$ cat config.mk
export PLATFORM = sky130hd
export DESIGN_NAME = microwave_timer_ctrl_flat
export DESIGN_NICKNAME = d
export VERILOG_FILES = /design/src/rtl/microwave_timer_ctrl_if.sv /design/src/rtl/microwave_timer_ctrl.sv /design/src/flat_wrapper.sv
export SDC_FILE = /design/constraint.sdc
export NUM_CORES = 1
export LEC_CHECK = 0
export CORE_MARGIN = 1
export CORE_UTILIZATION = 25
export DETAILED_ROUTE_END_ITERATION = 6
export PLACE_DENSITY_LB_ADDON = 0.08
export REMOVE_ABC_BUFFERS = 1
export SYNTH_ARGS = -nofsm -noshare
export SYNTH_HDL_FRONTEND = slang
export SYNTH_SLANG_ARGS = --single-unit
$ cat constraint.sdc
create_clock -name clk -period 3.05 [get_ports clk]
set_input_delay 0.4575 -clock clk [delete_from_list [all_inputs] [get_ports clk]]
set_output_delay 0.4575 -clock clk [all_outputs]
set_load 0.01 [all_outputs]
$ cat src/rtl/microwave_timer_ctrl_if.sv
// Signal bundle between the microwave timer controller and its keypad/door/counter-chain surroundings.
// The slave side is the controller; the master side drives keypad, door and chain-status inputs.
interface microwave_timer_ctrl_if;
    logic       digits_valid;
    logic       start;
    logic       stop;
    logic       door_closed;
    logic       cnt_zero;
    logic       cnt_loadn;
    logic       cnt_clrn;
    logic       cnt_en;
    logic       mag_on;
    logic       light_on;
    logic       beep;
    logic [2:0] state;

    modport master (
        output digits_valid, start, stop, door_closed, cnt_zero,
        input  cnt_loadn, cnt_clrn, cnt_en, mag_on, light_on, beep, state
    );

    modport slave (
        input  digits_valid, start, stop, door_closed, cnt_zero,
        output cnt_loadn, cnt_clrn, cnt_en, mag_on, light_on, beep, state
    );
endinterface

$ cat src/rtl/microwave_timer_ctrl.sv
// Microwave cook-timer sequencer: loads/clears the mm:ss counter chain, makes the one-second count enable
// and drives magnetron, light and beeper. Define MWTC_PAUSE_TIMEOUT_EN to auto-cancel an over-long pause.
module microwave_timer_ctrl #(
    parameter int TICK_DIV      = 100,
    parameter int BEEP_TICKS    = 3,
    parameter int PAUSE_TIMEOUT = 600
) (
    input  logic                  clk,
    input  logic                  clr,
    microwave_timer_ctrl_if.slave bus
);
    localparam int PW = $clog2(TICK_DIV);
    localparam int BW = (BEEP_TICKS > 1) ? $clog2(BEEP_TICKS) : 1;
    localparam logic [PW-1:0] PRESC_LAST = PW'(TICK_DIV - 1);
    localparam logic [BW-1:0] BEEP_LAST  = BW'(BEEP_TICKS - 1);

    typedef enum logic [2:0] {
        S_IDLE   = 3'd0,
        S_LOADED = 3'd1,
        S_COOK   = 3'd2,
        S_PAUSE  = 3'd3,
        S_DONE   = 3'd4
    } state_t;

    state_t        state_q, state_d;
    logic [PW-1:0] presc_q, presc_d;
    logic [BW-1:0] beep_cnt_q, beep_cnt_d;
    logic          cnt_loadn_q, cnt_loadn_d;
    logic          cnt_clrn_q, cnt_clrn_d;
    logic          cnt_en_q, cnt_en_d;
    logic          mag_on_q, mag_on_d;
    logic          light_on_q, light_on_d;
    logic          beep_q, beep_d;
    logic          tick;

`ifdef MWTC_PAUSE_TIMEOUT_EN
    localparam int PCW = $clog2(PAUSE_TIMEOUT + 1);
    localparam logic [PCW-1:0] PAUSE_LIMIT = PCW'(PAUSE_TIMEOUT);
    logic [PCW-1:0] pause_cnt_q, pause_cnt_d, pause_cnt_inc;
    assign pause_cnt_inc = pause_cnt_q + PCW'(1);
`else
    logic unused_pause_cfg;
    assign unused_pause_cfg = (PAUSE_TIMEOUT > 0);
`endif

    assign tick = (presc_q == PRESC_LAST);

    always_comb begin
        state_d     = state_q;
        presc_d     = presc_q;
        beep_cnt_d  = beep_cnt_q;
        cnt_loadn_d = 1'b1;
        cnt_clrn_d  = 1'b1;
        cnt_en_d    = 1'b0;
`ifdef MWTC_PAUSE_TIMEOUT_EN
        pause_cnt_d = '0;
`endif
        case (state_q)
            S_IDLE: begin
                if (bus.digits_valid && !bus.stop) begin
                    state_d     = S_LOADED;
                    cnt_loadn_d = 1'b0;
                end
            end
            S_LOADED: begin
                if (bus.stop) begin
                    state_d    = S_IDLE;
                    cnt_clrn_d = 1'b0;
                end else if (bus.digits_valid) begin
                    cnt_loadn_d = 1'b0;
                end else if (bus.start && bus.door_closed && !bus.cnt_zero) begin
                    state_d = S_COOK;
                    presc_d = '0;
                end
            end
            S_COOK: begin
                // Zero check comes first so the chain never gets a decrement at 00:00.
                if (bus.cnt_zero) begin
                    state_d    = S_DONE;
                    presc_d    = '0;
                    beep_cnt_d = '0;
                end else if (!bus.door_closed || bus.stop) begin
                    state_d = S_PAUSE;
                end else begin
                    presc_d  = tick ? '0 : presc_q + PW'(1);
                    cnt_en_d = tick;
                end
            end
            S_PAUSE: begin
                if (bus.stop) begin
                    state_d    = S_IDLE;
                    cnt_clrn_d = 1'b0;
                end else if (bus.start && bus.door_closed) begin
                    state_d = S_COOK;
                end
`ifdef MWTC_PAUSE_TIMEOUT_EN
                else if (pause_cnt_inc == PAUSE_LIMIT) begin
                    state_d    = S_IDLE;
                    cnt_clrn_d = 1'b0;
                end else begin
                    pause_cnt_d = pause_cnt_inc;
                end
`endif
            end
            S_DONE: begin
                if (bus.stop) begin
                    state_d = S_IDLE;
                end else begin
                    presc_d = tick ? '0 : presc_q + PW'(1);
                    if (tick) begin
                        if (beep_cnt_q == BEEP_LAST) begin
                            state_d = S_IDLE;
                        end else begin
                            beep_cnt_d = beep_cnt_q + BW'(1);
                        end
                    end
                end
            end
            default: state_d = S_IDLE;
        endcase

        mag_on_d   = (state_d == S_COOK);
        light_on_d = (state_d == S_COOK) || ((state_d == S_PAUSE) && !bus.door_closed);
        beep_d     = (state_d == S_DONE);
    end

    always_ff @(posedge clk) begin
        if (clr) begin
            state_q     <= S_IDLE;
            presc_q     <= '0;
            beep_cnt_q  <= '0;
            cnt_loadn_q <= 1'b1;
            cnt_clrn_q  <= 1'b0;
            cnt_en_q    <= 1'b0;
            mag_on_q    <= 1'b0;
            light_on_q  <= 1'b0;
            beep_q      <= 1'b0;
        end else begin
            state_q     <= state_d;
            presc_q     <= presc_d;
            beep_cnt_q  <= beep_cnt_d;
            cnt_loadn_q <= cnt_loadn_d;
            cnt_clrn_q  <= cnt_clrn_d;
            cnt_en_q    <= cnt_en_d;
            mag_on_q    <= mag_on_d;
            light_on_q  <= light_on_d;
            beep_q      <= beep_d;
        end
    end

`ifdef MWTC_PAUSE_TIMEOUT_EN
    always_ff @(posedge clk) begin
        if (clr) begin
            pause_cnt_q <= '0;
        end else begin
            pause_cnt_q <= pause_cnt_d;
        end
    end
`endif

    assign bus.cnt_loadn = cnt_loadn_q;
    assign bus.cnt_clrn  = cnt_clrn_q;
    assign bus.cnt_en    = cnt_en_q;
    assign bus.mag_on    = mag_on_q;
    assign bus.light_on  = light_on_q;
    assign bus.beep      = beep_q;
    assign bus.state     = state_q;
endmodule

$ cat src/flat_wrapper.sv
// flat-port wrapper written by rule: the top's interface ports become plain ports
module microwave_timer_ctrl_flat 
#(
    parameter int TICK_DIV      = 100,
    parameter int BEEP_TICKS    = 3,
    parameter int PAUSE_TIMEOUT = 600
)
  (clk, clr, bus_digits_valid, bus_start, bus_stop, bus_door_closed, bus_cnt_zero, bus_cnt_loadn, bus_cnt_clrn, bus_cnt_en, bus_mag_on, bus_light_on, bus_beep, bus_state);
  microwave_timer_ctrl_if bus_i ();
  input  logic clk;
  input  logic clr;
  input wire logic [$bits(bus_i.digits_valid)-1:0] bus_digits_valid;
  input wire logic [$bits(bus_i.start)-1:0] bus_start;
  input wire logic [$bits(bus_i.stop)-1:0] bus_stop;
  input wire logic [$bits(bus_i.door_closed)-1:0] bus_door_closed;
  input wire logic [$bits(bus_i.cnt_zero)-1:0] bus_cnt_zero;
  output wire logic [$bits(bus_i.cnt_loadn)-1:0] bus_cnt_loadn;
  output wire logic [$bits(bus_i.cnt_clrn)-1:0] bus_cnt_clrn;
  output wire logic [$bits(bus_i.cnt_en)-1:0] bus_cnt_en;
  output wire logic [$bits(bus_i.mag_on)-1:0] bus_mag_on;
  output wire logic [$bits(bus_i.light_on)-1:0] bus_light_on;
  output wire logic [$bits(bus_i.beep)-1:0] bus_beep;
  output wire logic [$bits(bus_i.state)-1:0] bus_state;
  assign bus_i.digits_valid = bus_digits_valid;
  assign bus_i.start = bus_start;
  assign bus_i.stop = bus_stop;
  assign bus_i.door_closed = bus_door_closed;
  assign bus_i.cnt_zero = bus_cnt_zero;
  assign bus_cnt_loadn = bus_i.cnt_loadn;
  assign bus_cnt_clrn = bus_i.cnt_clrn;
  assign bus_cnt_en = bus_i.cnt_en;
  assign bus_mag_on = bus_i.mag_on;
  assign bus_light_on = bus_i.light_on;
  assign bus_beep = bus_i.beep;
  assign bus_state = bus_i.state;
  microwave_timer_ctrl #(.TICK_DIV(TICK_DIV), .BEEP_TICKS(BEEP_TICKS), .PAUSE_TIMEOUT(PAUSE_TIMEOUT)) u_core (.clk(clk), .clr(clr), .bus(bus_i));
endmodule
### Word-level counts from Yosys, hierarchy flattened

Index checks and enable logic that the tools add are counted.

* add/subtract/negate cells: 2
* equal/unequal tests: 17
* muxes and demuxes: 31
* bitwise logic cells: 1
* reductions and logical operators: 16

Operators with widths (count)
* two-way mux 7 bit: 7
* two-way mux 3 bit: 11
* one-hot mux 7 bit (3 select lines): 1
* one-hot mux 3 bit (5 select lines): 1
* equality test 3 x 2 -> 1 bit, second input constant: 4
* != test 2 bit, second input constant: 5
* two-way mux 2 bit: 4
* adder 7 x 1 -> 7 bit, second input constant: 1
* equality test 7 bit, second input constant: 1
* equality test 3 bit, second input constant: 2
* AND reduction 6 bit: 1
* two-way mux 1 bit: 5
* AND reduction 5 bit: 1
* logical AND 1 bit: 4
* != test 2 x 1 -> 1 bit, second input constant: 2
* one-hot mux 2 bit (2 select lines): 1
* OR reduction 4 bit: 1
* equality test 3 x 1 -> 1 bit, second input constant: 1
* zero test 1 bit: 3
* zero test 3 bit: 1
* != test 3 bit, second input constant: 1
* nonzero test 3 bit: 1
* adder 2 x 1 -> 2 bit, second input constant: 1
* equality test 2 bit, second input constant: 1
* other kinds (5): 6

* flip-flop bits (word level): 18
* input bits: 7
* output and inout port bits: 9
* logic and storage cells: 76

### Logic depth before layout (Yosys ltp)

* depth in word-level cells: 9
* mapped depth: 6
* gate-level depth less buffers: 6

### Worst setup path before layout

Ideal clock, no wire load.

* kind: reg-to-reg
* start point: register u_core.state_q[2] (netlist: u_core.bus.state[2])
* end point: register u_core.beep_cnt_q[1]
* library setup time: 0.071 ns
* data arrival time: 1.687 ns
* data required time: 2.979 ns
* path slack: 1.292 ns
* cell stages (with the launch flop): 7
* path buffers: 1
* period minus slack after synthesis: 1.758 ns
* cells stage by stage: dfxtp_1 > buf_4 > nand2b_4 > or3_4 > o31a_1 > or4_1 > a21oi_1

* cells in the longest elaborated chain, start to end: 3
* elaborated cells between the ends (all ways): 9
* classes of those cells: 6 x eq/ne; 1 x mux; 2 x reduce/logical

RTL lines
* start, declared: line microwave_timer_ctrl.sv:25 `state_t state_q, state_d;`
* start signal, assigned: line microwave_timer_ctrl.sv:139 `state_q <= state_d;`
* equality test 3 bit or equality test 3 x 2 -> 1 bit (tied branches): line microwave_timer_ctrl.sv:58 `case (state_q)`
* != test 2 x 1 -> 1 bit (no line) (tied with other cells)
* AND reduction 5 bit (no line)
* end signal, assigned: line microwave_timer_ctrl.sv:141 `beep_cnt_q <= beep_cnt_d;`
* end, declared: line microwave_timer_ctrl.sv:27 `logic [BW-1:0] beep_cnt_q, beep_cnt_d;`

Several ways; a longest one is shown, not always the timed one.
A chain may end at the register's enable or synchronous reset.

### Worst setup path after layout

* start point: input port bus_stop
* end point: register u_core.presc_q[0]

* cells in the longest elaborated chain, start to end: 3
* elaborated cells between the ends (all ways): 5
* classes of those cells: 3 x eq/ne; 2 x reduce/logical

RTL lines
* start, declared: line flat_wrapper.sv:14 `input wire logic [$bits(bus_i.stop)-1:0] bus_stop;`
* logical OR 1 bit: line microwave_timer_ctrl.sv:82 `end else if (!bus.door_closed || bus.stop) begin`
* != test 3 bit (no line)
* AND reduction 6 bit (no line) (*)
* end signal, assigned: line microwave_timer_ctrl.sv:140 `presc_q <= presc_d;`
* end, declared: line microwave_timer_ctrl.sv:26 `logic [PW-1:0] presc_q, presc_d;`

Mark *: on every way between the ends. The rest lies on a longest branch, timed or not.

==> qor.csv <==
stage,metric,value,unit
sta,finalSetupViolations,0,
yosys,ys.flop_type,dfxtp_1,
cts,cts_sinks,18,
floorplan,io_pins,16,
sta,min_period,2.15,ns
sta,fin_setup_tns,0,ns
run_status,status,finished clean,
floorplan,die_h,60.9,um
routing,first_pass_iters,5,
worst_setup_path,path_class,input port to flop,
yosys,syn_area,867,um^2
yosys,ys_seq_elements,18,
floorplan,core,3340,um^2
cts,worst_skew_pair.late_latency,0.29,ns
routing,drt_iter0_drc,15,
sta,maxSlewViolCount,0,
placement,place_area,1070,um^2
worst_setup_path,rr_startpoint,u_core.presc_q[0],
cells_and_area,num_antenna_cells,0,
routing,drt-vias-per-instance,4.69,
worst_setup_path,crit_start,bus_stop,
yosys,syn_inst,100,
worst_setup_path,cp.depth,6,
cts,clkSlewWorstSetupHoldPaths,0.10,ns
floorplan,start_util,26.0,%
worst_setup_path,reg2reg_slack,1.05,ns
placement,dp_hpwl,1370,um
yosys,synth_cell_type_count,32,
cts,htree_levels,1,
worst_setup_path,endpoint_kind,flop,
global_routing,antenna_found_initial,0,
power,ir_drop,0.000116,V
cts,root_buffer,clkbuf_4,
routing,ant_nets,0,
placement,gp_congestion,0.783,
global_routing,grt_max_degree,16,
sta,rsz0062_at_grt,false,
sta,slew_headroom,60.9,%
sta,layout_worst_path_cycle_share,70.6,%
routing,via_count,759,
cells_and_area,area_delta_synth_final,25.7,%
sta,whs,0.464,ns
cts,cts.hold.buffers_added,0,
power,total_leakage_power,0.000407,uW
cts,cts_tree,yes,
cts,postCtsSetupBuffers,0,
global_routing,overflow,0,
global_routing,grt_usage,11.7,%
power,power_density,359,nW/um^2
floorplan,die_x,60.9,um
worst_setup_path,r2r_cells,6,
routing,wire_per_inst,11.5,um
yosys,ys_seq_area_share,41.6,%
yosys,ys_async_sr_fraction,0,%
cells_and_area,postLayoutCellArea,1090,um^2
sta,fmax,0.464,GHz
worst_setup_path,crit_fanout,9,
floorplan,std_cell_rows,21,
sta,tightestPinTransition,0.578,ns
yosys,synth_area_leaders,"dfxtp_1 42%, nor2b_1 5.8%, a22o_1 5.1%",
yosys,synth_top_cell_by_area,dfxtp_1,
yosys,synth_edf_count,0,
global_routing,grt_pass1_wl,3220,um
yosys,avgSynthCellArea,8.67,um^2
cts,postCtsResizedCells,0,
worst_setup_path,r2r_end,u_core.presc_q[0],
floorplan,die-area,3710,um^2
cells_and_area,drive_gt1_share,6.90,%
cells_and_area,layout.nets,127,
yosys,yosysTopAreaCellShare,41.6,%
placement,io_buffers,15,
cts,cts_buffer_depth,2,
yosys,yosysWarnings,0,
worst_setup_path,crit_end,u_core.presc_q[0],
worst_setup_path,worst-path-buf-inv,1,
cts,cts_buffers,3,
worst_setup_path,cp_top_family,simple AND/OR/NAND/NOR gates,
worst_setup_path,max_stage_delay,0.55,ns
worst_setup_path,crit_chain,clkdlybuf4s50_1 > nor4b_1 > nand4_1 > nand3_1 > nor2b_1 > mux2_2,
worst_setup_path,cp_slowest_cell,clkdlybuf4s50_1,
worst_setup_path,required,3.29,ns
worst_setup_path,start_kind,input port,
global_routing,grt_pass1_vias,738,
worst_setup_path,worst-endpoint-arrival,2.39,ns
routing,wl,1860,um
job,cap_violations,0,
routing,drc_errors,0,
worst_hold_path,min-delay-path-class,flop to flop,
sta,hold_viol,0,
sta,fin_skew,0.00501,ns
stage by stage:
stage / setup slack [ns] / total power, uW / cells / utilization, %
floorplan: 1.27 / 257 / 97 / -
finish: 0.897 / 391 / 162 / 32.7
CTS: 0.910 / 398 / 162 / 32.7
detailed placement: 0.616 / 279 / 159 / 32.0
global route: 0.756 / 415 / 162 / 32.7
global placement: 0.673 / 280 / 159 / 32.0
power by group:
| part | leakage (uW) | internal, uW | switching, uW |
|---|---|---|---|
| Sequential | 0.000146 | 237 | 2.80 |
| Combinational | 0.000248 | 17.5 | 15.8 |
| Clock | 0.0000138 | 45.8 | 72.3 |
flip-flops by register name (all words and copies together), names as in the netlist:
name,cells
u_core.bus.cnt_en,1
u_core.bus.light_on,1
u_core.presc_q,7
u_core.bus.state,3
u_core.bus.cnt_loadn,1
u_core.bus.mag_on,1
u_core.bus.beep,1
u_core.beep_cnt_q,2
u_core.bus.cnt_clrn,1
kinds of logic (layout without fill, tap and decap cells):
family	after synthesis	after routing	share of synthesized area, %
AO/OA/AOI/OAI	28	28	20.8
multiplexers	1	1	1.30
flip-flops	18	18	41.6
AND/OR/NAND/NOR	42	42	29.1
adder cells (fa/ha/maj)	2	2	2.89
buffers and inverters	9	25	4.33
synthesized netlist by cell type (2+ instances only):
library cell  count
nand2b_1          2
nor2b_1           8
nand3_1           3
clkbuf_1          2
a21oi_1           6
inv_1             6
o21ai_0           7
ha_1              2
nand4_1           3
a22o_1            5
nor2_1            9
nand2_1           3
dfxtp_1          18
o22ai_1           5
and3_1            4
worst register-to-register path: cells and delay by family, from the launching register on:
kind / cells / cell delay (ns)
AOI/OAI and AO/OA: 1 / 0.34
muxes: 1 / 0.23
and+or+nand+nor: 3 / 0.82
DFF: 1 / 0.33
adders and majority gates: 1 / 0.22
worst min path at each step:
| stage | to | slack, ns | startpoint | cells after the start |
|---|---|---|---|---|
| floorplan | u_core.beep_cnt_q[1] | 0.43 | u_core.beep_cnt_q[1] | 2 |
| global placement | u_core.beep_cnt_q[1] | 0.45 | u_core.beep_cnt_q[1] | 2 |
| detailed placement | u_core.beep_cnt_q[1] | 0.46 | u_core.beep_cnt_q[1] | 2 |
| CTS | u_core.beep_cnt_q[1] | 0.47 | u_core.beep_cnt_q[1] | 2 |
| global route | u_core.beep_cnt_q[1] | 0.51 | u_core.beep_cnt_q[1] | 2 |
| finish | u_core.beep_cnt_q[1] | 0.46 | u_core.beep_cnt_q[1] | 2 |
cell usage in the layout, fill, tap and decap left out, types with 4 or more instances in the layout:
master and instances:
dfxtp_1 18, clkdlybuf4s50_1 15, nor2_1 9, nor2b_1 8, o21ai_0 7, inv_1 6, a21oi_1 6, o22ai_1 5
a22o_1 5, and3_1 4
metal layers:
layer / routed length (um) / GRT usage (%) / vias up
met5: 0 / 0 / -
met4: 20 / 6.49 / 0
met3: 52 / 1.92 / 2
met2: 835 / 18.1 / 9
met1: 950 / 15.6 / 347
li1: - / - / 401
cell type report:
type / instances / area (um^2)
fill: 360 / 2250
timing repair buffer: 16 / 158
clock buffer: 3 / 22.5
inverter: 6 / 22.5
multi-input combinational: 73 / 469
tap: 46 / 57.6
sequential: 18 / 360
(Power assumes the default switching activity.)
